**config.mk**
```make
export PLATFORM = sky130hd
export DESIGN_NAME = lifo_arb
export DESIGN_NICKNAME = d
export VERILOG_FILES = /design/src/rtl/lifo_arb.sv
export SDC_FILE = /design/constraint.sdc
export NUM_CORES = 1
export LEC_CHECK = 0
export CORE_MARGIN = 2
export CORE_UTILIZATION = 45
export CTS_BUF_LIST = sky130_fd_sc_hd__clkbuf_8
export CTS_CLUSTER_DIAMETER = 150
export DETAILED_ROUTE_END_ITERATION = 8
export GPL_ROUTABILITY_DRIVEN = 0
export PLACE_DENSITY = 0.85
export SKIP_CTS_REPAIR_TIMING = 1
export SLEW_MARGIN = 20
export SYNTH_ARGS = -nofsm -noshare
export SYNTH_HDL_FRONTEND = slang
export SYNTH_SLANG_ARGS = --single-unit
```
**constraint.sdc**
```tcl
create_clock -name clk_i -period 3.25 [get_ports clk_i]
set_clock_uncertainty 0.1 [all_clocks]
set_input_delay 0.325 -clock clk_i [delete_from_list [all_inputs] [get_ports clk_i]]
set_output_delay 0.325 -clock clk_i [all_outputs]
set_load 0.05 [all_outputs]
```
**src/rtl/lifo_arb.sv**
```systemverilog
// lifo_arb: two-client arbiter in front of a single shared LIFO.
// Each client may request a push, a pop, or both. One operation is issued at
// most every three cycles, and every output is driven from a register.
//   push: IDLE (grant) -> PUSH (wrreq + ack) -> SETTLE -> IDLE
//   pop : IDLE (grant) -> POP (rdreq + ack) -> POP_WAIT -> IDLE (valid + data)
// SETTLE and POP_WAIT give the LIFO flags time to update before the next grant.
module lifo_arb #(
    parameter int DWIDTH = 8
) (
    input  logic                clk_i,
    input  logic                srst_i,
    input  logic [1:0]          push_req_i,
    input  logic [2*DWIDTH-1:0] push_data_i,
    output logic [1:0]          push_ack_o,
    input  logic [1:0]          pop_req_i,
    output logic [1:0]          pop_ack_o,
    output logic [1:0]          pop_valid_o,
    output logic [DWIDTH-1:0]   pop_data_o,
    output logic [DWIDTH-1:0]   lifo_data_o,
    output logic                lifo_wrreq_o,
    output logic                lifo_rdreq_o,
    input  logic [DWIDTH-1:0]   lifo_q_i,
    input  logic                lifo_empty_i,
    input  logic                lifo_full_i
);

    localparam logic [2:0] ST_IDLE     = 3'd0;
    localparam logic [2:0] ST_PUSH     = 3'd1;
    localparam logic [2:0] ST_POP      = 3'd2;
    localparam logic [2:0] ST_POP_WAIT = 3'd3;
    localparam logic [2:0] ST_SETTLE   = 3'd4;

    logic [2:0]        state;
    logic              rr_prio;
    logic              op_client;

    logic [1:0]        push_elig;
    logic [1:0]        pop_elig;
    logic [1:0]        client_elig;
    logic              grant_valid;
    logic              grant_sel;
    logic              grant_is_pop;
    logic [1:0]        grant_onehot;
    logic [1:0]        op_onehot;
    logic [DWIDTH-1:0] grant_data;

    // Pick a winner in IDLE: the favoured client first, and pop beats push within a client
    always_comb begin
        push_elig    = push_req_i & {2{~lifo_full_i}};
        pop_elig     = pop_req_i & {2{~lifo_empty_i}};
        client_elig  = push_elig | pop_elig;
        grant_valid  = (state == ST_IDLE) && (client_elig != 2'b00);
        grant_sel    = rr_prio;
        if (!client_elig[rr_prio]) begin
            grant_sel = ~rr_prio;
        end
        grant_is_pop = pop_elig[grant_sel];
        grant_onehot = grant_sel ? 2'b10 : 2'b01;
        op_onehot    = op_client ? 2'b10 : 2'b01;
        grant_data   = grant_sel ? push_data_i[DWIDTH +: DWIDTH] : push_data_i[0 +: DWIDTH];
    end

    // Sequencer: state, round-robin pointer and the owner of the operation in flight
    always_ff @(posedge clk_i) begin
        if (srst_i) begin
            state     <= ST_IDLE;
            rr_prio   <= 1'b0;
            op_client <= 1'b0;
        end else begin
            case (state)
                ST_IDLE: begin
                    if (grant_valid) begin
                        rr_prio   <= ~grant_sel;
                        op_client <= grant_sel;
                        state     <= grant_is_pop ? ST_POP : ST_PUSH;
                    end
                end
                ST_PUSH:     state <= ST_SETTLE;
                ST_POP:      state <= ST_POP_WAIT;
                ST_POP_WAIT: state <= ST_IDLE;
                ST_SETTLE:   state <= ST_IDLE;
                default:     state <= ST_IDLE;
            endcase
        end
    end

    // Registered LIFO strobes and client acks; each strobe lives for exactly one cycle
    always_ff @(posedge clk_i) begin
        if (srst_i) begin
            lifo_wrreq_o <= 1'b0;
            lifo_rdreq_o <= 1'b0;
            lifo_data_o  <= '0;
            push_ack_o   <= 2'b00;
            pop_ack_o    <= 2'b00;
        end else begin
            lifo_wrreq_o <= 1'b0;
            lifo_rdreq_o <= 1'b0;
            push_ack_o   <= 2'b00;
            pop_ack_o    <= 2'b00;
            if (grant_valid) begin
                if (grant_is_pop) begin
                    lifo_rdreq_o <= 1'b1;
                    pop_ack_o    <= grant_onehot;
                end else begin
                    lifo_wrreq_o <= 1'b1;
                    lifo_data_o  <= grant_data;
                    push_ack_o   <= grant_onehot;
                end
            end
        end
    end

    // Capture the LIFO read data one cycle after rdreq and flag it to the requesting client
    always_ff @(posedge clk_i) begin
        if (srst_i) begin
            pop_data_o  <= '0;
            pop_valid_o <= 2'b00;
        end else begin
            pop_valid_o <= 2'b00;
            if (state == ST_POP_WAIT) begin
                pop_data_o  <= lifo_q_i;
                pop_valid_o <= op_onehot;
            end
        end
    end

endmodule

```
; Yosys cells after proc, flatten, opt, wreduce, memory -nomap -nowiden
; Index checks and enable logic that the tools add are counted.
[classes]
mux = 13
reduce_logical = 9
n_eq_ne = 4
bitwise_logic = 10
magnitude_cmp = 2
[op_table]
columns = op, n
row1 = case mux 3 bit (3 select lines), 1
row2 = two-way mux 8 bit, 1
row3 = two-way mux 1 bit, 7
row4 = inverter 1 bit, 7
row5 = == test 3 x 2 -> 1 bit (second input constant), 2
row6 = two-way mux 2 bit, 3
row7 = OR reduction 3 bit, 2
row8 = AND 2 bit, 2
row9 = < comparator 1 x 2 -> 1 bit (second input constant), 2
row10 = AND reduction 2 bit, 2
row11 = OR reduction 2 bit, 2
row12 = == test 3 x 1 -> 1 bit (second input constant), 1
row13 = logical NOT 3 bit, 1
row14 = two-way mux 3 bit, 1
row15 = != test 2 bit (second input constant), 1
row16 = OR 2 bit, 1
row17 = nonzero test 2 bit, 1
row18 = logical AND 1 bit, 1
[word_totals]
output_inout_bits = 24
ff_bits = 29
in_bits = 32
word_cells = 48

; Logic depth before layout (Yosys ltp)
[logic_depth]
ltp_word = 11
mapped_depth = 5
depth_no_buf = 4

; Worst setup path before layout
; OpenSTA, ideal clock, no wires.
[synth_timing]
kind = register to register
start = register state[0]
end = register pop_ack_o[0]
arrival_ps = 1477
required_ps = 3085
synth_period_minus_slack_ps = 1642
setup_slack_ps = 1608
setup_time_ps = 65
stages_incl_launch_ff = 5
n_path_buf = 0
cell_sequence = dfxtp_1 or3_4 a21o_1 or4b_4 nor2_1
[synth_between]
elab_chain_cells = 4
[synth_rtl]
columns = item, line_no
row1 = "start, declared", 33  ; logic [2:0] state;
row2 = "start signal, assigned", 75  ; state <= grant_is_pop ? ST_POP : ST_PUSH;
row3 = logical NOT 3 bit, 52  ; grant_valid = (state == ST_IDLE) && (client_elig != 2'b00);
row4 = logical AND 1 bit, 52
row5 = inverter 1 bit (no source line), n/a
row6 = OR reduction 3 bit (no source line), n/a
row7 = "end signal, assigned", 103  ; pop_ack_o <= grant_onehot;
row8 = "end, declared", 16  ; output logic [1:0] pop_ack_o,
; Every way passes these cells.
; A chain may end at the register's enable or synchronous reset.

; Worst setup path in the final report
[layout_timing]
start = input pop_req_i[0]
end = register lifo_data_o[7]
[layout_between]
elab_chain_cells = 9
elab_cells_between_ends = 12
classes_between = mux (6) / bitwise (3) / reduce/logical (3)
[layout_rtl]
columns = item, line_no
row1 = "start, declared", 15  ; input logic [1:0] pop_req_i,
row2 = AND 2 bit (*), 50  ; pop_elig = pop_req_i & {2{~lifo_empty_i}};
row3 = OR 2 bit, 51  ; client_elig = push_elig | pop_elig;
row4 = two-way mux 1 bit (not written as such) (2 in series), 54  ; if (!client_elig[rr_prio]) begin
row5 = two-way mux 1 bit, 54
row6 = two-way mux 1 bit (not written as such) (2 in series), 57  ; grant_is_pop = pop_elig[grant_sel];
row7 = inverter 1 bit (no source line), n/a
row8 = AND reduction 2 bit (no source line), n/a
row9 = "end signal, assigned", 106  ; lifo_data_o <= grant_data;
row10 = "end, declared", 19  ; output logic [DWIDTH-1:0] lifo_data_o,
; Every way passes the cells marked *; elsewhere a longest branch is shown, timed or not. The select of a mux whose other input is x is not followed.

==> impl_metrics.ini <==
[die]
boundaryPins = 56
floorplan.initialDensity_pct = 47.0
die_w_um = 57.4
die_height_um = 57.4
placement_row_count = 19
design.die.area_um2 = 3300
design.core.area_um2 = 2730

[grt]
globalRoute.totalOverflow = 0
grt_pass1_wl_um = 5530
maximum_number_of_pins_on_one_net_before_global_route_repair = 27
grt_antenna_before_repair = 0
overall_global_routing_resource_usage_pct = 22.0
grt_pass1_vias = 1256

[sta]
worst_pin_slew_ns = 0.825
grt_setup_unrepaired = false
timing.hold.ws_ns = 0.371
fmax_mhz = 464
fin_setup_tns_ns = 0
layout_min_cycle_time_ns = 2.16
finalCritPeriodShare_pct = 66.4
relSlewSlack_pct = 44.9
hold_violations = 0
setup-violations-final = 0
final-max-slew-violation-count = 0

[final_layout]
n_antenna_cell = 0
post_layout_nonfiller_instances = 220
post_route_cells_drive_above_1_share_pct = 7.94
multi_input_combinational_cell_area_um2 = 637
final.fill_count = 217
design.final.nets = 220
regArea_um2 = 581
flow.area_growth_from_synthesis_pct = 51.3

[clocking]
numCtsBuffers = 5
cts_buffer_depth = 2
clockRootBuffer = sky130_fd_sc_hd__clkbuf_8
worstSkewPairLatency_ns = 0.27
clkSlewWorstSetupHoldPaths_ns = 0.06
cts.sink_count = 29
cts-htree-levels = 2
clock_tree_from_tritoncts = done

[route]
antenna_violating_nets_post_route = 0
wire_per_inst_um = 15.6
drt_wl_total_um = 3420
vias = 1287
vias_per_cell = 5.85
drc = 0
dr.first_iter.drc_count = 51
drt_first_pass_iters = 4

[synth]
synth_largest_type_area_fraction_pct = 45.2
register_area_share_after_synthesis_pct = 45.2
post_synth_num_cell_types = 31
netlist_top_cells_area = sky130_fd_sc_hd__dfxtp_1 45%, sky130_fd_sc_hd__mux2i_1 6.2%, sky130_fd_sc_hd__a221oi_1 6.1%, sky130_fd_sc_hd__a311oi_1 5.5%, sky130_fd_sc_hd__nor2_1 4.1%
async_reset_ff_share_pct = 0
synth_warnings = 0
netlist.top_cell.by_area = sky130_fd_sc_hd__dfxtp_1
synth_area_um2 = 1280
cells_after_synth = 133
synth_top_cells_by_count = 29 x sky130_fd_sc_hd__dfxtp_1, 14 x sky130_fd_sc_hd__nor2_1, 9 x sky130_fd_sc_hd__a221oi_1, 9 x sky130_fd_sc_hd__nand3_1
synth-edff-count = 0
synth.most_common_cell = sky130_fd_sc_hd__dfxtp_1
ys.flop_type = sky130_fd_sc_hd__dfxtp_1
postSynthRegisterBits = 29
mappedNetlistNets = 165
syn_area_per_cell_um2 = 9.65

[place]
numPortBuffers = 55
dp_hpwl_um = 2550
dp_cells = 212

[worst_setup_path]
r2r.worst_path.cells = 4
cp.required_ns = 3.32
worst-setup-path-type = input port to register
crit-reg2reg-capture = lifo_data_o[7]
worst-endpoint-arrival_ns = 2.22
critical_path_startpoint_category = input port
regToRegSetupSlack_ns = 1.24
reg2reg_from = rr_prio
timing.critical_path.fanout_max = 11
endpoint_kind = register

[run]
maxCapViolations = 0

[power_and_ir_drop]
vdd.ir_drop.worst_mv = 0.551
power_density_nw_per_um2 = 537
p_leak_nw = 0.760

[worst_hold_path]
class_of_the_tightest_hold_or_removal_check = register to register
min_delay_worst_endpoint = pop_valid_o[0]
worst_hold_path.num_cells = 1
hold_start = op_client

[status]
outcome = completed
[per-layer routing]
layer  wire length, um  up-vias  GRT usage, %  part of all wire (%)
met4                74        0          7.31                   2.2
met2              1760       59          36.5                    51
met5                 0        -             0                     0
met1              1370      609          26.6                    40
met3               229       10          7.48                   6.7
li1                  -      609             -                     -
[power breakdown]
part,switching [mW],leakage (nW),internal [mW],total [mW]
registers,0.0171,0.237,0.381,0.399
clock network,0.130,0.0626,0.246,0.377
logic,0.154,0.461,0.114,0.268
[metrics by stage]
step / power, mW / area, um^2 / setup slack [ns] / util, %
floorplan: 0.576 / 1280 / 1.61 / -
global placement: 0.662 / 1830 / 0.908 / 66.8
detailed placement: 0.672 / 1830 / 0.835 / 66.8
CTS: 1.04 / 1940 / 1.10 / 71.0
global route: 1.09 / 1940 / 0.820 / 71.0
finish: 1.04 / 1940 / 1.09 / 71.0
[cells in the final DEF, fill, tap and decap left out, types with 2 or more instances in the layout]
cell	count
sky130_fd_sc_hd__clkdlybuf4s50_1	55
sky130_fd_sc_hd__dfxtp_1	29
sky130_fd_sc_hd__nor2_1	14
sky130_fd_sc_hd__nand3_1	9
sky130_fd_sc_hd__a221oi_1	9
sky130_fd_sc_hd__mux2i_1	8
sky130_fd_sc_hd__o21ai_0	8
sky130_fd_sc_hd__a311oi_1	8
sky130_fd_sc_hd__nor2b_1	7
sky130_fd_sc_hd__clkbuf_8	6
sky130_fd_sc_hd__nor3_1	5
sky130_fd_sc_hd__a21oi_1	4
sky130_fd_sc_hd__o21bai_1	3
sky130_fd_sc_hd__nand3b_1	2
sky130_fd_sc_hd__and2b_2	2
sky130_fd_sc_hd__nand2_1	2
sky130_fd_sc_hd__o21a_1	2
sky130_fd_sc_hd__inv_1	2
sky130_fd_sc_hd__buf_4	2
[sequential cells by signal (all words and copies together), names as in the netlist]
name,count
pop_valid_o,2
rr_prio,1
pop_ack_o,2
lifo_rdreq_o,1
op_client,1
push_ack_o,2
lifo_wrreq_o,1
state,3
lifo_data_o,8
pop_data_o,8
[layout make-up]
type / count / share of cell area, %
Tap cell: 31 / 2.00
Sequential cell: 29 / 29.9
Timing Repair Buffer: 57 / 29.1
Clock inverter: 2 / 1.74
Clock buffer: 6 / 4.25
Inverter: 1 / 0.193
Multi-Input combinational cell: 94 / 32.8
[worst max-delay path by stage]
stage / start / cells past startpoint / slack, ns / to
floorplan: state[0] / 4 / 1.61 / pop_ack_o[0]
global route: lifo_full_i / 5 / 0.82 / lifo_data_o[1]
finish: pop_req_i[0] / 5 / 1.09 / lifo_data_o[7]
global placement: lifo_full_i / 5 / 0.91 / lifo_data_o[1]
CTS: lifo_full_i / 5 / 1.10 / lifo_data_o[1]
detailed placement: lifo_full_i / 5 / 0.83 / lifo_data_o[1]
[cells by family (layout without fill, tap and decap cells)]
family | count (synthesis) | count (layout) | synth area share, %
flip-flops | 29 | 29 | 45.2
buffers and inverters | 10 | 66 | 5.17
AND/OR/NAND/NOR | 47 | 47 | 21.2
multiplexers | 8 | 8 | 6.24
AO/OA/AOI/OAI | 39 | 39 | 22.1
[critical path, stage by stage]
cell and delay (ns):
sky130_fd_sc_hd__clkdlybuf4s50_1 0.47, sky130_fd_sc_hd__nor2b_1 0.16, sky130_fd_sc_hd__o21bai_1 0.66, sky130_fd_sc_hd__a221oi_1 0.26, sky130_fd_sc_hd__a311oi_1 0.35
Note: power is estimated with default switching activity, not from simulation.
